**src/rtl/game_pkg.sv**
```systemverilog
// Shared scan-code constants, receiver state encoding and key-state layout
// for the player input path.
package game_pkg;

    localparam logic [7:0] SC_D       = 8'h23;
    localparam logic [7:0] SC_A       = 8'h1C;
    localparam logic [7:0] SC_W       = 8'h1D;
    localparam logic [7:0] SC_S       = 8'h1B;
    localparam logic [7:0] SC_SPACE   = 8'h29;

    localparam logic [7:0] SC_EXT     = 8'hE0;
    localparam logic [7:0] SC_BRK     = 8'hF0;
    localparam logic [7:0] SC_X_RIGHT = 8'h74;
    localparam logic [7:0] SC_X_LEFT  = 8'h6B;
    localparam logic [7:0] SC_X_UP    = 8'h75;
    localparam logic [7:0] SC_X_DOWN  = 8'h72;

    typedef enum logic [1:0] {
        RX_IDLE,
        RX_DATA,
        RX_PARITY,
        RX_STOP
    } rx_state_t;

    typedef struct packed {
        logic defend;
        logic squat;
        logic jump;
        logic left;
        logic right;
    } keys_t;

endpackage

```
**src/rtl/player_input_ctrl_if.sv**
```systemverilog
// Raw PS/2 pins and frame tick in, per-frame player control levels out.
interface player_input_ctrl_if;
    logic ps2_clk;
    logic ps2_data;
    logic frame_tick;
    logic right;
    logic left;
    logic jump;
    logic squat;
    logic defend;
    logic frame_err;

    modport master (
        output ps2_clk, ps2_data, frame_tick,
        input  right, left, jump, squat, defend, frame_err
    );

    modport slave (
        input  ps2_clk, ps2_data, frame_tick,
        output right, left, jump, squat, defend, frame_err
    );
endinterface

```
**src/rtl/player_input_ctrl_ps2_rx.sv**
```systemverilog
// PS/2 byte receiver: pin synchronisers, falling-edge detect, framing FSM
// with parity/stop checks and an inactivity timeout.
module ps2_rx
    import game_pkg::*;
#(
    parameter int unsigned TIMEOUT = 50000
) (
    input  logic       clk,
    input  logic       rst_n,
    input  logic       ps2_clk,
    input  logic       ps2_data,
    output logic [7:0] rx_byte,
    output logic       byte_valid,
    output logic       byte_err
);
    localparam int unsigned TW = $clog2(TIMEOUT + 1);

    logic [1:0]    clk_sync;
    logic [1:0]    data_sync;
    logic          clk_prev;
    logic          fall;
    rx_state_t     state;
    logic [2:0]    bit_cnt;
    logic [7:0]    shift;
    logic          parity;
    logic [TW-1:0] tcnt;

    // Synchronisers reset to the idle-high bus level so reset release
    // cannot fake a falling edge.
    always_ff @(posedge clk or negedge rst_n) begin
        if (!rst_n) begin
            clk_sync  <= '1;
            data_sync <= '1;
            clk_prev  <= 1'b1;
        end else begin
            clk_sync  <= {clk_sync[0], ps2_clk};
            data_sync <= {data_sync[0], ps2_data};
            clk_prev  <= clk_sync[1];
        end
    end

    assign fall = clk_prev & ~clk_sync[1];

    always_ff @(posedge clk or negedge rst_n) begin
        if (!rst_n) begin
            state      <= RX_IDLE;
            bit_cnt    <= '0;
            shift      <= '0;
            parity     <= 1'b0;
            tcnt       <= '0;
            rx_byte    <= '0;
            byte_valid <= 1'b0;
            byte_err   <= 1'b0;
        end else begin
            byte_valid <= 1'b0;
            byte_err   <= 1'b0;
            if (state != RX_IDLE && !fall && tcnt == TW'(TIMEOUT)) begin
                state    <= RX_IDLE;
                tcnt     <= '0;
                byte_err <= 1'b1;
            end else begin
                if (fall || state == RX_IDLE) begin
                    tcnt <= '0;
                end else begin
                    tcnt <= tcnt + 1'b1;
                end
                if (fall) begin
                    case (state)
                        RX_IDLE: begin
                            if (!data_sync[1]) begin
                                state   <= RX_DATA;
                                bit_cnt <= '0;
                            end
                        end
                        RX_DATA: begin
                            shift   <= {data_sync[1], shift[7:1]};
                            bit_cnt <= bit_cnt + 3'd1;
                            if (bit_cnt == 3'd7) begin
                                state <= RX_PARITY;
                            end
                        end
                        RX_PARITY: begin
                            parity <= data_sync[1];
                            state  <= RX_STOP;
                        end
                        RX_STOP: begin
                            state <= RX_IDLE;
                            if (data_sync[1] && (^{shift, parity})) begin
                                rx_byte    <= shift;
                                byte_valid <= 1'b1;
                            end else begin
                                byte_err <= 1'b1;
                            end
                        end
                        default: state <= RX_IDLE;
                    endcase
                end
            end
        end
    end
endmodule

```
**src/rtl/player_input_ctrl.sv**
```systemverilog
// Scan-code decoder, key-state tracking, latched jump request and the
// per-frame output snapshot consumed by player motion.
module player_input_ctrl
    import game_pkg::*;
#(
    parameter logic [7:0]  KEY_RIGHT  = SC_D,
    parameter logic [7:0]  KEY_LEFT   = SC_A,
    parameter logic [7:0]  KEY_JUMP   = SC_W,
    parameter logic [7:0]  KEY_SQUAT  = SC_S,
    parameter logic [7:0]  KEY_DEFEND = SC_SPACE,
    parameter int unsigned TIMEOUT    = 50000
) (
    input logic           clk,
    input logic           rst_n,
    player_input_ctrl_if.slave bus
);
    logic [7:0] rx_byte;
    logic       byte_valid;
    logic       byte_err;
    logic       ext;
    logic       brk;
    logic       jump_req;
    logic       is_key;
    logic       jump_make;
    keys_t      keys;
    keys_t      hit;
    keys_t      snap;

    ps2_rx #(.TIMEOUT(TIMEOUT)) u_rx (
        .clk        (clk),
        .rst_n      (rst_n),
        .ps2_clk    (bus.ps2_clk),
        .ps2_data   (bus.ps2_data),
        .rx_byte    (rx_byte),
        .byte_valid (byte_valid),
        .byte_err   (byte_err)
    );

    always_comb begin
        hit = '0;
        if (ext) begin
            case (rx_byte)
                SC_X_RIGHT: hit.right = 1'b1;
                SC_X_LEFT:  hit.left  = 1'b1;
                SC_X_UP:    hit.jump  = 1'b1;
                SC_X_DOWN:  hit.squat = 1'b1;
                default:    hit = '0;
            endcase
        end else begin
            hit.right  = (rx_byte == KEY_RIGHT);
            hit.left   = (rx_byte == KEY_LEFT);
            hit.jump   = (rx_byte == KEY_JUMP);
            hit.squat  = (rx_byte == KEY_SQUAT);
            hit.defend = (rx_byte == KEY_DEFEND);
        end
    end

    assign is_key    = byte_valid && rx_byte != SC_EXT && rx_byte != SC_BRK;
    // Only a fresh press arms the jump; typematic repeats find the bit set.
    assign jump_make = is_key && !brk && hit.jump && !keys.jump;

    always_ff @(posedge clk or negedge rst_n) begin
        if (!rst_n) begin
            ext  <= 1'b0;
            brk  <= 1'b0;
            keys <= '0;
        end else if (byte_valid) begin
            if (rx_byte == SC_EXT) begin
                ext <= 1'b1;
            end else if (rx_byte == SC_BRK) begin
                brk <= 1'b1;
            end else begin
                keys <= brk ? (keys & ~hit) : (keys | hit);
                ext  <= 1'b0;
                brk  <= 1'b0;
            end
        end else if (byte_err) begin
            ext <= 1'b0;
            brk <= 1'b0;
        end
    end

    // A new request wins over the tick clear so it survives to the next frame.
    always_ff @(posedge clk or negedge rst_n) begin
        if (!rst_n) begin
            jump_req <= 1'b0;
        end else if (jump_make) begin
            jump_req <= 1'b1;
        end else if (bus.frame_tick) begin
            jump_req <= 1'b0;
        end
    end

    always_ff @(posedge clk or negedge rst_n) begin
        if (!rst_n) begin
            snap <= '0;
        end else if (bus.frame_tick) begin
            snap.right  <= keys.right & ~keys.left;
            snap.left   <= keys.left & ~keys.right;
            snap.jump   <= jump_req;
            snap.squat  <= keys.squat;
            snap.defend <= keys.defend;
        end
    end

    assign bus.right     = snap.right;
    assign bus.left      = snap.left;
    assign bus.jump      = snap.jump;
    assign bus.squat     = snap.squat;
    assign bus.defend    = snap.defend;
    assign bus.frame_err = byte_err;
endmodule

```
**src/flat_wrapper.sv**
```systemverilog
// flat-port wrapper written by rule: the top's interface ports become plain ports
module player_input_ctrl_flat import game_pkg::*;
#(
    parameter logic [7:0]  KEY_RIGHT  = SC_D,
    parameter logic [7:0]  KEY_LEFT   = SC_A,
    parameter logic [7:0]  KEY_JUMP   = SC_W,
    parameter logic [7:0]  KEY_SQUAT  = SC_S,
    parameter logic [7:0]  KEY_DEFEND = SC_SPACE,
    parameter int unsigned TIMEOUT    = 50000
)
  (clk, rst_n, bus_ps2_clk, bus_ps2_data, bus_frame_tick, bus_right, bus_left, bus_jump, bus_squat, bus_defend, bus_frame_err);
  player_input_ctrl_if bus_i ();
  input logic clk;
  input logic rst_n;
  input wire logic [$bits(bus_i.ps2_clk)-1:0] bus_ps2_clk;
  input wire logic [$bits(bus_i.ps2_data)-1:0] bus_ps2_data;
  input wire logic [$bits(bus_i.frame_tick)-1:0] bus_frame_tick;
  output wire logic [$bits(bus_i.right)-1:0] bus_right;
  output wire logic [$bits(bus_i.left)-1:0] bus_left;
  output wire logic [$bits(bus_i.jump)-1:0] bus_jump;
  output wire logic [$bits(bus_i.squat)-1:0] bus_squat;
  output wire logic [$bits(bus_i.defend)-1:0] bus_defend;
  output wire logic [$bits(bus_i.frame_err)-1:0] bus_frame_err;
  assign bus_i.ps2_clk = bus_ps2_clk;
  assign bus_i.ps2_data = bus_ps2_data;
  assign bus_i.frame_tick = bus_frame_tick;
  assign bus_right = bus_i.right;
  assign bus_left = bus_i.left;
  assign bus_jump = bus_i.jump;
  assign bus_squat = bus_i.squat;
  assign bus_defend = bus_i.defend;
  assign bus_frame_err = bus_i.frame_err;
  player_input_ctrl #(.KEY_RIGHT(KEY_RIGHT), .KEY_LEFT(KEY_LEFT), .KEY_JUMP(KEY_JUMP), .KEY_SQUAT(KEY_SQUAT), .KEY_DEFEND(KEY_DEFEND), .TIMEOUT(TIMEOUT)) u_core (.clk(clk), .rst_n(rst_n), .bus(bus_i));
endmodule
```
**config.mk**
```make
export PLATFORM = sky130hd
export DESIGN_NAME = player_input_ctrl_flat
export DESIGN_NICKNAME = d
export VERILOG_FILES = /design/src/rtl/game_pkg.sv /design/src/rtl/player_input_ctrl_if.sv /design/src/rtl/player_input_ctrl_ps2_rx.sv /design/src/rtl/player_input_ctrl.sv /design/src/flat_wrapper.sv
export SDC_FILE = /design/constraint.sdc
export NUM_CORES = 1
export LEC_CHECK = 0
export CELL_PAD_IN_SITES_DETAIL_PLACEMENT = 1
export CELL_PAD_IN_SITES_GLOBAL_PLACEMENT = 1
export CORE_ASPECT_RATIO = 1.4
export CORE_MARGIN = 3
export CORE_UTILIZATION = 51
export CTS_BUF_LIST = sky130_fd_sc_hd__clkbuf_2
export DETAILED_ROUTE_END_ITERATION = 10
export GPL_TIMING_DRIVEN = 0
export PLACE_DENSITY = 0.82
export SLEW_MARGIN = 20
export SYNTH_ARGS = -nofsm -noshare
export SYNTH_HDL_FRONTEND = slang
export SYNTH_SLANG_ARGS = --single-unit
```
**constraint.sdc**
```tcl
create_clock -name clk -period 2.4 [get_ports clk]
set_input_delay 0.72 -clock clk [delete_from_list [all_inputs] [get_ports clk]]
set_output_delay 0.72 -clock clk [all_outputs]
set_load 0.05 [all_outputs]
```
# --- Word level (Yosys, flattened, before mapping) ---
# Index checks and enable logic that the tools add are counted.
classes:
  add_sub_neg: 2
  bitwise_logic: 12
  n_eq_ne: 23
  reduce_logical: 27
  muxes: 32
op_table:
  columns: ["cell", "n"]
  rows:
  - ["8-bit by 7-bit == test with 1-bit output, second input constant", 4]
  - ["16-bit 2-to-1 mux", 2]
  - ["8-bit by 5-bit == test with 1-bit output, second input constant", 3]
  - ["1-bit 2-to-1 mux", 21]
  - ["16-bit by 1-bit adder with 16-bit output, second input constant", 1]
  - ["16-bit == test, second input constant", 1]
  - ["8-bit by 6-bit == test with 1-bit output, second input constant", 2]
  - ["8-bit == test, second input constant", 2]
  - ["8-bit != test, second input constant", 2]
  - ["3-bit AND reduction", 4]
  - ["5-bit 2-to-1 mux", 2]
  - ["2-bit nonzero test", 5]
  - ["9-bit parity", 1]
  - ["1-bit logical AND", 8]
  - ["2-bit 2-to-1 mux", 4]
  - ["2-bit case mux with 4 select lines", 1]
  - ["4-bit AND reduction", 2]
  - ["3-bit != test, second input constant", 2]
  - ["1-bit NOT", 6]
  - ["3-bit case mux with 2 select lines", 1]
  - ["5-bit AND", 1]
  - ["5-bit NOT", 1]
  - ["5-bit OR", 1]
  - ["2-bit == test, second input constant", 2]
  - ["other kinds (11)", 17]
word_totals:
  ff_bits: 58
  output_inout_bits: 6
  word_cells: 120

# --- Longest topological paths before layout ---
depth:
  word_depth: 7
  depth_mapped: 8

# --- Hierarchy ---
# Synthesis repeated with hierarchy kept, for this count alone.
unflattened:
  cells_unflattened: 252
  area_unflattened_um2: 2856.5
by_module_without_submodules:
  columns: ["mod", "n_inst", "seq_area_each_um2", "area_each_um2", "cells_per_inst"]
  rows:
  - ["ps2_rx", 1, 1132.3, 2142.1, 189]
  - ["player_input_ctrl", 1, 325.3, 714.4, 63]

# --- Worst setup path after synthesis ---
# OpenSTA, ideal clock, no wires.
synth_path:
  kind: "reg-to-reg"
  startpoint: "reg u_core.u_rx.tcnt[0]"
  endpoint: "reg u_core.u_rx.tcnt[12]"
  path_slack_ns: 0.474
  required_ns: 2.281
  setup_time_ns: 0.119
  stages_incl_launch_ff: 9
  arrival_time_ns: 1.808
  path_cell_list: "dfrtp_1 inv_1 ha_1 or4b_1 nor4_4 nand2b_1 buf_4 buf_6 nor2_1"
synth_between:
  elab_chain_cells: 3
synth_rtl:
  columns: ["element", "line", "source"]
  rows:
  - ["start: declaration", "player_input_ctrl_ps2_rx.sv:26", "logic [TW-1:0] tcnt;"]
  - ["start signal: assignment", "player_input_ctrl_ps2_rx.sv:65", "tcnt <= tcnt + 1'b1;"]
  - ["16-bit by 1-bit adder with 16-bit output or 16-bit == test (tied branches)", "player_input_ctrl_ps2_rx.sv:65, player_input_ctrl_ps2_rx.sv:57", null]
  - ["16-bit 2-to-1 mux or 1-bit logical AND (tied branches)", "player_input_ctrl_ps2_rx.sv:62, player_input_ctrl_ps2_rx.sv:57", null]
  - ["16-bit 2-to-1 mux *", "player_input_ctrl_ps2_rx.sv:57", "if (state != RX_IDLE && !fall && tcnt == TW'(TIMEOUT)) begin"]
# Mark *: on every way between the ends. The rest lies on a longest branch, timed or not.
# A chain may end at the register's enable or synchronous reset.

# --- Worst setup path in the final report ---
layout_path:
  startpoint: "reg u_core.u_rx.tcnt[0]"
  endpoint: "reg u_core.u_rx.tcnt[14]"
# Same word-level chain as after synthesis.

==> impl_metrics.py <==
metrics = {
    "outcome": {
        "outcome": "completed",
    },
    "floorplanning": {
        "row_count": 31,
        "die-height_um": 94.3,
        "dieArea_um2": 6510,
        "io_pins": 11,
        "placeableCoreArea_um2": 5280,
        "floorplan.initialDensity_pct": 53.8,
        "fp.dieW_um": 69.1,
    },
    "setup_path": {
        "critPathRequiredTime_ps": 2790,
        "path_type_of_the_worst_setup_path": "flip-flop to flip-flop",
        "cp.buffers_inverters": 3,
        "crit_fanout": 10,
        "crit_chain": "inv_1, ha_1, or4b_1, nor4_4, nand2b_1, buf_4, buf_6, nor2_1",
        "worst_path_largest_cell_delay_ps": 490,
        "endpoint_kind": "flip-flop",
        "startpoint_type": "flip-flop",
        "worstPathArrival_ps": 2550,
        "timing.critical_path.max_delay_family": "simple AND/OR/NAND/NOR gates",
        "cpMaxStageDelayCell": "sky130_fd_sc_hd__or4b_1",
    },
    "final_layout": {
        "nNetsFinal": 288,
        "antenna_cells_inserted": 0,
        "post_layout_nonfiller_instances": 346,
        "fillerInstances": 581,
        "syn2layout_area_growth_pct": 9.03,
        "drive_above_1_share_pct": 18.6,
    },
    "routing": {
        "antenna_left": 0,
        "detail_route.iter0.violations": 98,
        "route.detailed.drc": 0,
        "postRouteWirelength_um": 5470,
        "dr_total_vias": 1904,
        "viasPerCell": 5.50,
        "avgRoutedWirePerCell_um": 15.8,
        "first_pass_iters": 4,
    },
    "clock_tree": {
        "postCtsSetupRepairBufs": 0,
        "cts_hold_repair.buffers": 0,
        "ctsHtreeMaxLevel": 3,
        "root_driver": "sky130_fd_sc_hd__clkbuf_2",
        "source_to_sink_clock_delay_at_the_later_pin_of_the_worst_skew_pair_ps": 490,
        "tritoncts_clock_tree": "built",
        "cts.clk_slew.worst_paths_ps": 190,
        "cts.sinks": 58,
        "numCtsBuffers": 9,
        "max_root_sink_buffers": 2,
        "post_cts.resized_instances": 6,
    },
    "timing": {
        "setup-violations-final": 0,
        "timing_max_transition_violations_final": 0,
        "slew-limit-headroom_pct": 52.7,
        "tightest_slew_ps": 710,
        "max_freq_ghz": 0.462,
        "final_period_minus_worst_setup_slack_ps": 2160,
        "unrepaired_setup_endpoints_after_global_routing": "no",
        "hold_viol_final": 0,
        "fin_worst_skew_ps": 24.0,
        "timing.final.crit_share_pct": 90.1,
    },
    "placement": {
        "placed_cells_incl_taps": 330,
        "routabilityCongestion": 0.781,
        "numPortBuffers": 9,
        "post-dp-hpwl_um": 3960,
    },
    "power": {
        "ir_worst_vdd_v": 0.000555,
        "pwr_density_cell_nw_per_um2": 846,
        "report.power.total_mw": 2.62,
        "cellLeakagePower_nw": 1.42,
    },
    "global_routing": {
        "grt.overflow.total": 0,
        "grt_first_pass_wirelength_um": 9940,
        "pin_count_of_the_biggest_net_entering_global_routing": 59,
        "grt_antenna_before_repair": 0,
        "globalRouteTotalUtil_pct": 19.3,
        "via_count_of_the_first_global_routing_pass": 2112,
    },
    "yosys": {
        "async_reset_ff_share_pct": 100,
        "synth_top_flop_cell": "sky130_fd_sc_hd__dfrtp_1",
        "synth_seq_cells": 58,
        "syn_inst": 255,
        "synth_sequential_area_ratio_pct": 51.3,
        "post_synth.cell_area_avg_um2": 11.1,
        "synth_warnings": 0,
        "number_of_enable_type_register_cells_in_the_synthesized_netlist": 0,
        "synthDistinctLibCells": 46,
        "postSynthNetCount": 268,
        "netlist_area_um2": 2840,
    },
    "hold_path": {
        "hold_class": "primary input to asynchronous set/reset pin",
    },
    "job": {
        "maxCapViolations": 0,
    },
}
## logic make-up after synthesis
family	synth area share, %
multiplexers	9.34
flip-flops	51.3
AO/OA/AOI/OAI	6.17
adder cells (fa/ha/maj)	3.53
buffers and inverters	3.83
AND/OR/NAND/NOR	18.5
XOR/XNOR	7.27
## cell type report
class                           instances  area (µm²)  share of cell area, %
Buffer                                  6        41.3                   1.33
Clock buffer                           10        50.0                   1.62
Clock inverter                          6        43.8                   1.41
Inverter                               18        67.6                   2.18
Multi-Input combinational cell        173        1270                   41.1
Sequential cell                        58        1460                   47.1
Tap cell                               66        82.6                   2.67
Timing Repair Buffer                    9        80.1                   2.59
## per-layer routing
metal  GRT usage (%)  wire [µm]
met5               0          0
met4            9.12        147
met3            4.71        126
met2            33.8       2860
met1            22.2       2330
## report_power, final
| part | internal, mW | switching (mW) | leakage (nW) |
|---|---|---|---|
| clock | 0.142 | 0.388 | 0.0619 |
| sequential | 1.11 | 0.150 | 0.776 |
| combinational | 0.416 | 0.407 | 0.586 |
## cell usage in the layout, fill, tap and decap left out, drive strengths merged, types with 2 or more instances in the layout
cell           count
or4b               3
nor2              21
nand2             17
a21oi              5
nand4              5
nand2b             5
nor4               7
o21ai              8
dfstp              5
nor3               5
clkinv             5
inv               18
mux2i              5
a211oi             2
o32ai              2
buf                4
clkbuf            13
nand3             13
ha                 8
a22o               2
clkdlybuf4s50      2
nor2b              4
xor2               5
nand4b             3
xnor2             13
and3               3
and3b              2
o22ai              3
dlygate4sd2        6
dfrtp             53
mux2              18
## cell usage after synthesis (all sizes together), types with 2 or more instances
library cell / instances / area (µm²)
nor3: 5 / 25.0
xor2: 5 / 43.8
inv: 18 / 67.6
o21ai: 8 / 40.0
xnor2: 13 / 114
mux2i: 5 / 62.6
mux2: 18 / 203
nand3: 13 / 65.1
clkbuf: 3 / 11.3
ha: 8 / 100
or4b: 3 / 30.0
and3: 3 / 18.8
dfstp: 5 / 131
a211oi: 2 / 15.0
nand2b: 5 / 31.3
nand4b: 3 / 26.3
and3b: 2 / 17.5
o22ai: 3 / 18.8
a22o: 2 / 17.5
nor2: 21 / 78.8
buf: 3 / 30.0
nand2: 17 / 63.8
nor4: 7 / 58.8
nand4: 5 / 31.3
a21oi: 5 / 25.0
dfrtp: 53 / 1330
nor2b: 4 / 25.0
o32ai: 2 / 17.5
## sequential cells by signal, indices dropped and copies added, names as in the netlist, 2 cells and up, named ones only
| register | count |
|---|---|
| u_core.u_rx.clk_sync | 2 |
| u_core.u_rx.tcnt | 16 |
| u_core.u_rx.data_sync | 2 |
| u_core.u_rx.rx_byte | 8 |
| u_core.u_rx.bit_cnt | 3 |
| u_core.u_rx.shift | 8 |
| u_core.u_rx.state | 2 |
## final timing paths
kind                                                    from                            endpoint  slack [ps]  depth (start not counted)
min in group clk           u_core.u_rx.clk_sync[0]$_DFF_PN1_   u_core.u_rx.clk_sync[1]$_DFF_PN1_         360                          0
max                            u_core.u_rx.tcnt[0]$_DFF_PN0_      u_core.u_rx.tcnt[14]$_DFF_PN0_         240                          8
max reg2reg                    u_core.u_rx.tcnt[0]$_DFF_PN0_      u_core.u_rx.tcnt[14]$_DFF_PN0_         240                          8
max in group asynchronous                              rst_n      u_core.u_rx.byte_err$_DFF_PN0_        1670                          1
min                                                    rst_n  u_core.u_rx.rx_byte[6]$_DFFE_PN0P_         240                          1
min reg2reg                u_core.u_rx.clk_sync[0]$_DFF_PN1_   u_core.u_rx.clk_sync[1]$_DFF_PN1_         360                          0
## stage by stage
step           hold WS (ps)  area, µm²  setup TNS (ps)  worst slack, ps  util (%)
3_3_place_gp            345       3010          -61980            -1120      57.1
4_1_cts                 250       3100               0              195      58.7
3_5_place_dp            349       3010               0              243      57.0
6_report                240       3100               0              237      58.7
5_1_grt                 234       3100               0             87.4      58.7
2_1_floorplan           345       2840               0              474         -
Note: power is estimated with default switching activity, not from simulation.
